File: src/rtl/stall_mon_pkg.sv
// stall_mon_pkg: shared state encoding and saturating counter helper for the stall monitor.
package stall_mon_pkg;
  typedef enum logic [1:0] {IDLE, WATCH, BLOCKED} stall_state_t;
  function automatic logic [31:0] sat_inc(input logic [31:0] v, input logic [31:0] max);
    return (v >= max) ? v : v + 32'd1;
  endfunction
endpackage

File: src/rtl/stall_prio_enc.sv
// stall_prio_enc: combinational lowest-set-bit encoder with a valid flag.
module stall_prio_enc #(
  parameter int NUM_SIGS = 12,
  parameter int IDX_W    = (NUM_SIGS > 1) ? $clog2(NUM_SIGS) : 1
) (
  input  logic [NUM_SIGS-1:0] sigs_i,
  output logic [IDX_W-1:0]    idx_o,
  output logic                valid_o
);
  always_comb begin
    idx_o = '0;
    for (int i = NUM_SIGS - 1; i >= 0; i--)
      if (sigs_i[i]) idx_o = IDX_W'(i);
  end
  assign valid_o = |sigs_i;
endmodule

File: src/rtl/axis_stall_monitor.sv
// axis_stall_monitor: raises block after a masked stall persists THRESH cycles and reports its source channel.
module axis_stall_monitor
  import stall_mon_pkg::*;
#(
  parameter int                  NUM_SIGS   = 12,
  parameter logic [NUM_SIGS-1:0] WATCH_MASK = 12'hF00,
  parameter int                  THRESH     = 1,
  parameter int                  CNT_W      = 16,
  parameter bit                  STICKY     = 1'b0,
  parameter int                  IDX_W      = (NUM_SIGS > 1) ? $clog2(NUM_SIGS) : 1
) (
  input  logic                clock,
  input  logic                reset,
  input  logic [NUM_SIGS-1:0] axis_block_sigs,
  input  logic                clear,
  output logic                block,
  output logic [IDX_W-1:0]    block_src,
  output logic [CNT_W-1:0]    stall_cnt,
  output logic [CNT_W-1:0]    event_cnt
);
  localparam logic [31:0] CNT_MAX = 32'((64'd1 << CNT_W) - 64'd1);
  stall_state_t state_q, state_d;
  logic block_q, block_d, any;
  logic [IDX_W-1:0] src_q, src_d, first_idx;
  logic [CNT_W-1:0] stall_q, stall_d, event_q, event_d, run_next, event_next;
  logic hit;
  stall_prio_enc #(.NUM_SIGS(NUM_SIGS), .IDX_W(IDX_W)) u_enc (
    .sigs_i (axis_block_sigs & WATCH_MASK),
    .idx_o  (first_idx),
    .valid_o(any)
  );
  assign run_next   = CNT_W'(sat_inc(32'(stall_q), CNT_MAX));
  assign event_next = CNT_W'(sat_inc(32'(event_q), CNT_MAX));
  assign hit        = 32'(run_next) >= 32'(THRESH);
  always_comb begin
    state_d = state_q;
    block_d = block_q;
    src_d   = src_q;
    stall_d = any ? run_next : '0;
    event_d = event_q;
    if (clear) begin
      state_d = IDLE;
      block_d = 1'b0;
      src_d   = '0;
      stall_d = '0;
      event_d = '0;
    end else if (state_q != BLOCKED) begin
      state_d = !any ? IDLE : hit ? BLOCKED : WATCH;
      if (any && hit) begin
        block_d = 1'b1;
        src_d   = first_idx;
        event_d = event_next;
      end
    end else if (!any && !STICKY) begin
      state_d = IDLE;
      block_d = 1'b0;
    end
  end
  always_ff @(posedge clock) begin
    if (reset) begin
      state_q <= IDLE;
      block_q <= 1'b0;
      src_q   <= '0;
      stall_q <= '0;
      event_q <= '0;
    end else begin
      state_q <= state_d;
      block_q <= block_d;
      src_q   <= src_d;
      stall_q <= stall_d;
      event_q <= event_d;
    end
  end
  assign block     = block_q;
  assign block_src = src_q;
  assign stall_cnt = stall_q;
  assign event_cnt = event_q;
endmodule

File: config.mk
export PLATFORM = sky130hd
export DESIGN_NAME = axis_stall_monitor
export DESIGN_NICKNAME = d
export VERILOG_FILES = /design/src/rtl/stall_mon_pkg.sv /design/src/rtl/stall_prio_enc.sv /design/src/rtl/axis_stall_monitor.sv
export SDC_FILE = /design/constraint.sdc
export NUM_CORES = 1
export LEC_CHECK = 0
export BUFFER_PORTS_ARGS = -buffer_cell sky130_fd_sc_hd__buf_2
export CAP_MARGIN = 30
export CORE_MARGIN = 2
export CORE_UTILIZATION = 53
export CTS_CLUSTER_SIZE = 10
export DETAILED_ROUTE_END_ITERATION = 8
export PLACE_DENSITY = 0.85
export SYNTH_ARGS = -nofsm -noshare
export SYNTH_HDL_FRONTEND = slang
export SYNTH_SLANG_ARGS = --single-unit
export TNS_END_PERCENT = 30
File: constraint.sdc
create_clock -name clock -period 3.3 [get_ports clock]
set_input_delay 0.33 -clock clock [delete_from_list [all_inputs] [get_ports clock]]
set_output_delay 0.33 -clock clock [all_outputs]
set_load 0.1 [all_outputs]
==> results of run 1 <==
## stage by stage
stage / util, % / std cells / power (W) / hold slack [ns] / cell area [µm²]
2_1_floorplan: - / 251 / 0.0005564 / 0.4326 / 2063
3_3_place_gp: 61.16 / 326 / 0.0005705 / 0.4509 / 2256
3_5_place_dp: 61.16 / 326 / 0.0005717 / 0.4585 / 2256
4_1_cts: 65.03 / 334 / 0.001058 / 0.2353 / 2399
5_1_grt: 65.03 / 334 / 0.001086 / 0.2407 / 2399
6_report: 65.03 / 334 / 0.001055 / 0.2441 / 2399
## cell usage after synthesis, types with 3 or more instances
| cell | count | area, µm² |
|---|---|---|
| a21oi_1 | 23 | 115.1 |
| and3_1 | 6 | 37.54 |
| and4_1 | 5 | 43.79 |
| buf_2 | 6 | 30.03 |
| clkbuf_1 | 5 | 18.77 |
| dfxtp_1 | 38 | 760.7 |
| inv_1 | 6 | 22.52 |
| mux2i_1 | 4 | 40.04 |
| nand2_1 | 15 | 56.30 |
| nand3_1 | 12 | 60.06 |
| nand4_1 | 12 | 75.07 |
| nor2_1 | 26 | 97.59 |
| nor3_1 | 9 | 45.04 |
| nor4_2 | 3 | 37.54 |
| o21ai_0 | 12 | 60.06 |
| o31ai_1 | 8 | 60.06 |
| or3_1 | 6 | 37.54 |
| or4_1 | 8 | 60.06 |
| xnor2_1 | 6 | 52.55 |
## layout by cell type, fill, tap and decap left out, types with 3 or more instances in the layout
cell type	n
a21oi_1	23
and3_1	6
and4_1	5
buf_2	42
clkbuf_8	6
dfxtp_1	36
inv_1	6
mux2i_1	4
nand2_1	15
nand3_1	12
nand4_1	12
nor2_1	26
nor3_1	9
nor4_2	3
o21ai_0	12
o31ai_1	8
or3_1	6
or4_1	8
xnor2_1	6
## registers in the layout (all words and copies together) (netlist names)
signal     cells
event_cnt     16
block_src      3
stall_cnt     16
block          1
state_q        2
## cell families (layout without fill, tap and decap cells)
| family | after synthesis | after routing |
|---|---|---|
| compound gates | 60 | 60 |
| xor+xnor | 6 | 6 |
| fa+ha+maj | 2 | 2 |
| buf+inv | 21 | 56 |
| flops | 38 | 38 |
| mux | 5 | 5 |
| other cells | 1 | 1 |
| simple gates | 118 | 118 |
## layer usage
layer | track usage, % | wire, µm
met1 | 30.62 | 2268
met2 | 34.88 | 2102
met3 | 5.111 | 247
met4 | 11.99 | 63
met5 | 0 | 0
## critical path, delay by kind of cell (launching register included)
kind                     cells  cell delay (ns)
AO/OA/AOI/OAI                1             0.34
adder cells (fa/ha/maj)      1             0.24
flip-flops                   1             0.41
multiplexers                 2             0.53
AND/OR/NAND/NOR              4             1.12
## layout make-up
class	instances	area, µm²
clock inverter	2	60.06
multi-input combinational	192	1200
clock buffer	6	82.58
fill	338	1290
inverter	6	22.52
sequential	38	763.2
timing repair buffer	42	210.2
tap	48	60.06
## final timing paths
| path | from | to | slack (ns) |
|---|---|---|---|
| max | stall_cnt[0] | event_cnt[6] | 0.56 |
| min | axis_block_sigs[8] | block_src[0] | 0.24 |
| max reg2reg | stall_cnt[0] | event_cnt[6] | 0.56 |
| min reg2reg | block_src[3] | block_src[3] | 0.47 |
## report_power, final
| part | switching [W] | total (W) | internal, W | leakage (nW) |
|---|---|---|---|---|
| combinational | 0.0000750 | 0.0000920 | 0.0000169 | 0.537 |
| clock | 0.000171 | 0.000493 | 0.000322 | 0.0714 |
| sequential | 0.00000538 | 0.000470 | 0.000464 | 0.308 |
==> impl_metrics.json, run 1 <==
{
  "drive_gt1_share_pct": 22.38,
  "drt-vias-per-instance": 6.102,
  "synth_top_family_by_area": "simple AND/OR/NAND/NOR gates",
  "critPathKind": "flop to flop",
  "post-dp-hpwl_um": 3319,
  "maxCapViolCount": 0,
  "cts_resized": 0,
  "start_util_pct": 55.87,
  "power_density_nw_per_um2": 439.9,
  "grt_util_all_layers_pct": 23.09,
  "synth_mux_area_share_pct": 2.489,
  "hold_depth": 2,
  "die_h_um": 66.36,
  "arrival_ns": 2.93,
  "core_region_area_um2": 3689,
  "peakVddDrop_uv": 372.3,
  "worstSetupEndpointType": "flop",
  "synthFlopType": "dfxtp_1",
  "cts_setup_buffers": 0,
  "worstSetupStartpointType": "flop",
  "cts_made_buffers": 5,
  "synth-seq-area-share_pct": 36.92,
  "skew_ns": 0.005218,
  "routabilityCongestion": 0.9037,
  "ctsLongestPathBuffers": 2,
  "ant_nets": 0,
  "critPathMaxFanout": 29,
  "cp_cell_sequence": "ha_1 > nand3_2 > nor4_2 > mux2_2 > a211oi_1 > and4_4 > nor3_1 > mux2i_1",
  "clkTransAtPathRegs_ns": 0.08,
  "cts_tree": "built",
  "synth_edf_count": 0,
  "io_buffers": 42,
  "overflow": 0,
  "synth_nets": 268,
  "hold_buffers": 0,
  "ys_ff_latch": 38,
  "drtIter0Drc": 144,
  "wl_um": 4681,
  "status": "finished clean",
  "cp_slowest_cell": "and4_4",
  "wire_per_inst_um": 14.01,
  "synth_area_um2": 2061,
  "vias": 2038,
  "tns_ns": 0,
  "grt_max_degree": 30,
  "synth_adder_area_share_pct": 1.214,
  "crit_required_ns": 3.48,
  "slowest_delay_ns": 0.48,
  "first_pass_iters": 4,
  "htree_levels": 2,
  "place_ws_ns": 0.6073,
  "clock_latency_ns": 0.30,
  "synth_xor_area_share_pct": 2.550,
  "fin_crit_sh_pct": 83.16,
  "finalHoldViolCount": 0,
  "relSlewSlack_pct": 54.07,
  "reg2regPathDepth": 8,
  "synthCells": 251,
  "num_rows": 22,
  "slew_violations": 0,
  "io_pins": 52,
  "setup_viol": 0,
  "period_needed_ns": 2.744,
  "worst_slack_ns": 0.5556,
  "synthSimpleGateAreaFrac_pct": 33.76,
  "cts_root_buf": "clkbuf_8",
  "area_growth_pct": 16.39,
  "antenna_found_initial": 0,
  "grt_pass1_vias": 1827,
  "grt_pass1_wl_um": 7962,
  "p_leak_nw": 0.9162,
  "rsz0062_at_grt": "false",
  "hp-class": "primary input to flop",
  "synth_compound_area_share_pct": 18.03,
  "synthArstFlopShare_pct": 0,
  "final_nets": 302,
  "die_w_um": 66.36,
  "drc_errors": 0,
  "fp.dieArea_um2": 4403,
  "diodes": 0,
  "yosys.cell_types.count": 48,
  "syn_avg_cell_area_um2": 8.210,
  "worstMarginPinSlew_ns": 0.6818,
  "timing.fmax_mhz": 364.4,
  "yosys_warnings": 0,
  "cts.sinks": 38
}
(Power assumes the default switching activity.)
==> run 2, diff against run 1 <==
--- a/config.mk
+++ b/config.mk
@@ -8,10 +8,10 @@
 export BUFFER_PORTS_ARGS = -buffer_cell sky130_fd_sc_hd__buf_2
 export CAP_MARGIN = 30
 export CORE_MARGIN = 2
-export CORE_UTILIZATION = 53
+export CORE_UTILIZATION = 48
 export CTS_CLUSTER_SIZE = 10
 export DETAILED_ROUTE_END_ITERATION = 8
-export PLACE_DENSITY = 0.85
+export PLACE_DENSITY = 0.81
 export SYNTH_ARGS = -nofsm -noshare
 export SYNTH_HDL_FRONTEND = slang
 export SYNTH_SLANG_ARGS = --single-unit
==> constraint.sdc (replaced) <==
create_clock -name clock -period 2.2 [get_ports clock]
set_input_delay 0.22 -clock clock [delete_from_list [all_inputs] [get_ports clock]]
set_output_delay 0.22 -clock clock [all_outputs]
set_load 0.1 [all_outputs]
==> impl_metrics.json, run 2 (same netlist as run 1, synthesis figures left out) <==
{
  "status": "complete, but fails checks",
  "violations": "negative setup slack",
  "grt_max_degree": 20,
  "dr_wl_met2_um": 2885,
  "grt_pass1_wl_um": 9846,
  "critPathKind": "flop to flop",
  "final_nets": 341,
  "skew_ns": 0.006477,
  "antenna_found_initial": 0,
  "drc_errors": 0,
  "timing.fmax_mhz": 438.1,
  "wl_met3_um": 446,
  "period_needed_ns": 2.283,
  "overflow": 0,
  "cts_root_buf": "clkbuf_8",
  "hp-class": "primary input to flop",
  "clkTransAtPathRegs_ns": 0.08,
  "cts_made_buffers": 5,
  "vias": 2328,
  "drtIter0Drc": 243,
  "ctsLongestPathBuffers": 2,
  "setup_viol": 17,
  "crit_required_ns": 2.42,
  "worstSetupStartpointType": "flop",
  "first_pass_iters": 4,
  "reg2regPathDepth": 9,
  "slew_violations": 0,
  "clock_latency_ns": 0.29,
  "start_util_pct": 50.79,
  "rsz0062_at_grt": "true",
  "finalHoldViolCount": 0,
  "cts_tree": "built",
  "power_density_nw_per_um2": 516.5,
  "holdPathEnd": "block_src[0]",
  "hold_buffers": 0,
  "drt-met1-wl_um": 2575,
  "layout.cells.most_common": "buf_2",
  "grt_util_all_layers_pct": 24.82,
  "post-dp-hpwl_um": 3784,
  "place_ws_ns": -0.1558,
  "diodes": 0,
  "peakVddDrop_uv": 486.3,
  "num_rows": 23,
  "maxCapViolCount": 0,
  "worst_slack_ns": -0.08281,
  "io_pins": 52,
  "highest_layer": "met4",
  "fp.dieArea_um2": 4833,
  "htree_levels": 2,
  "p_leak_nw": 1.152,
  "fin_crit_sh_pct": 103.8,
  "wl_um": 6029,
  "worstSetupEndpointType": "flop",
  "cts.sinks": 38,
  "io_buffers": 42,
  "area_growth_pct": 41.11,
  "die_w_um": 69.52,
  "arrival_ns": 2.51,
  "hold_depth": 2,
  "ant_nets": 0,
  "worstMarginPinSlew_ns": 0.6361,
  "routabilityCongestion": 0.9037,
  "drt-vias-per-instance": 6.208,
  "r2r_start": "stall_cnt[1]",
  "die_h_um": 69.52,
  "ff2ff_setup_slack_ns": -0.08,
  "reg2reg_to": "event_cnt[10]",
  "relSlewSlack_pct": 57.49,
  "core_region_area_um2": 4058,
  "hold_start": "axis_block_sigs[8]",
  "final_cell_mix": "buf_2, buf_4, nor2_1, a21oi_1, dfxtp_4",
  "grt_pass1_vias": 2121,
  "wire_per_inst_um": 16.08,
  "critPathMaxFanout": 8,
  "drive_gt1_share_pct": 45.54,
  "tns_ns": -0.7180
}
==> run 2: changes by cell type in the layout (fill, tap and decap cells not counted), moves of 3 or more <==
cell	before	now
buf_4	0	35
dfxtp_1	36	8
dfxtp_4	0	19
dfxtp_2	2	11
and4_4	1	5
o21ai_0	12	8
nor3_1	9	6
nor3_2	0	3
o21ai_1	0	3
==> run 2: power breakdown <==
| group | internal, W | switching, W | leakage (nW) |
|---|---|---|---|
| combinational | 0.0000436 | 0.000123 | 0.757 |
| clock | 0.000392 | 0.000259 | 0.0678 |
| sequential | 0.000674 | 0.00000893 | 0.328 |
==> run 2: critical path: stages (launching register included) <==
cell      delay [ns]
dfxtp_4         0.40
ha_4            0.17
nand3_4         0.09
nor4_4          0.32
mux2_4          0.35
a211oi_4        0.27
nand4_1         0.15
buf_6           0.16
a31o_2          0.20
a21oi_2         0.10
==> run 2: how the worst max path moves through the flow <==
stage          slack [ns]  cells past startpoint             to         start
6_report            -0.08                      9  event_cnt[10]  stall_cnt[1]
2_1_floorplan       -0.23                     10   event_cnt[0]  stall_cnt[0]
3_3_place_gp        -0.08                      8   event_cnt[6]  stall_cnt[1]
4_1_cts             -0.12                      9  event_cnt[10]  stall_cnt[5]
3_5_place_dp        -0.16                      8   event_cnt[8]  stall_cnt[1]
5_1_grt             -0.16                      9  event_cnt[10]  stall_cnt[0]
==> run 2: routing by layer <==
metal / up-vias / GRT usage, %
met1: 1117 / 32.82
met3: 18 / 6.395
met5: - / 0
met4: 0 / 9.150
li1: 1096 / -
met2: 97 / 39.00
==> run 2: metrics by stage <==
stage	instances	hold slack, ns	utilization [%]	area (µm²)	power (W)
after floorplan	251	0.3226	-	2227	0.0008162
after global placement	357	0.4396	63.95	2595	0.0008489
after detailed placement	357	0.4482	63.95	2595	0.0008508
after CTS	371	0.1331	69.72	2829	0.001508
after global routing	375	0.1511	71.66	2908	0.001560
final	375	0.1372	71.66	2908	0.001502
==> run 2: what timing repair did <==
action,CTS,global route
buffers inserted,3,4
cloned,3,0
resized for setup,13,13
endpoints found under the setup margin,20,22
pin swaps,14,15
==> run 2: area by class of cell <==
| type | instances | area [µm²] |
|---|---|---|
| clock buffers | 8 | 132.6 |
| flip-flops and latches | 38 | 845.8 |
| well taps | 50 | 62.56 |
| fillers | 294 | 1150 |
| multi-input cells | 195 | 1360 |
| inverters | 6 | 22.52 |
| repair buffers | 78 | 484.2 |
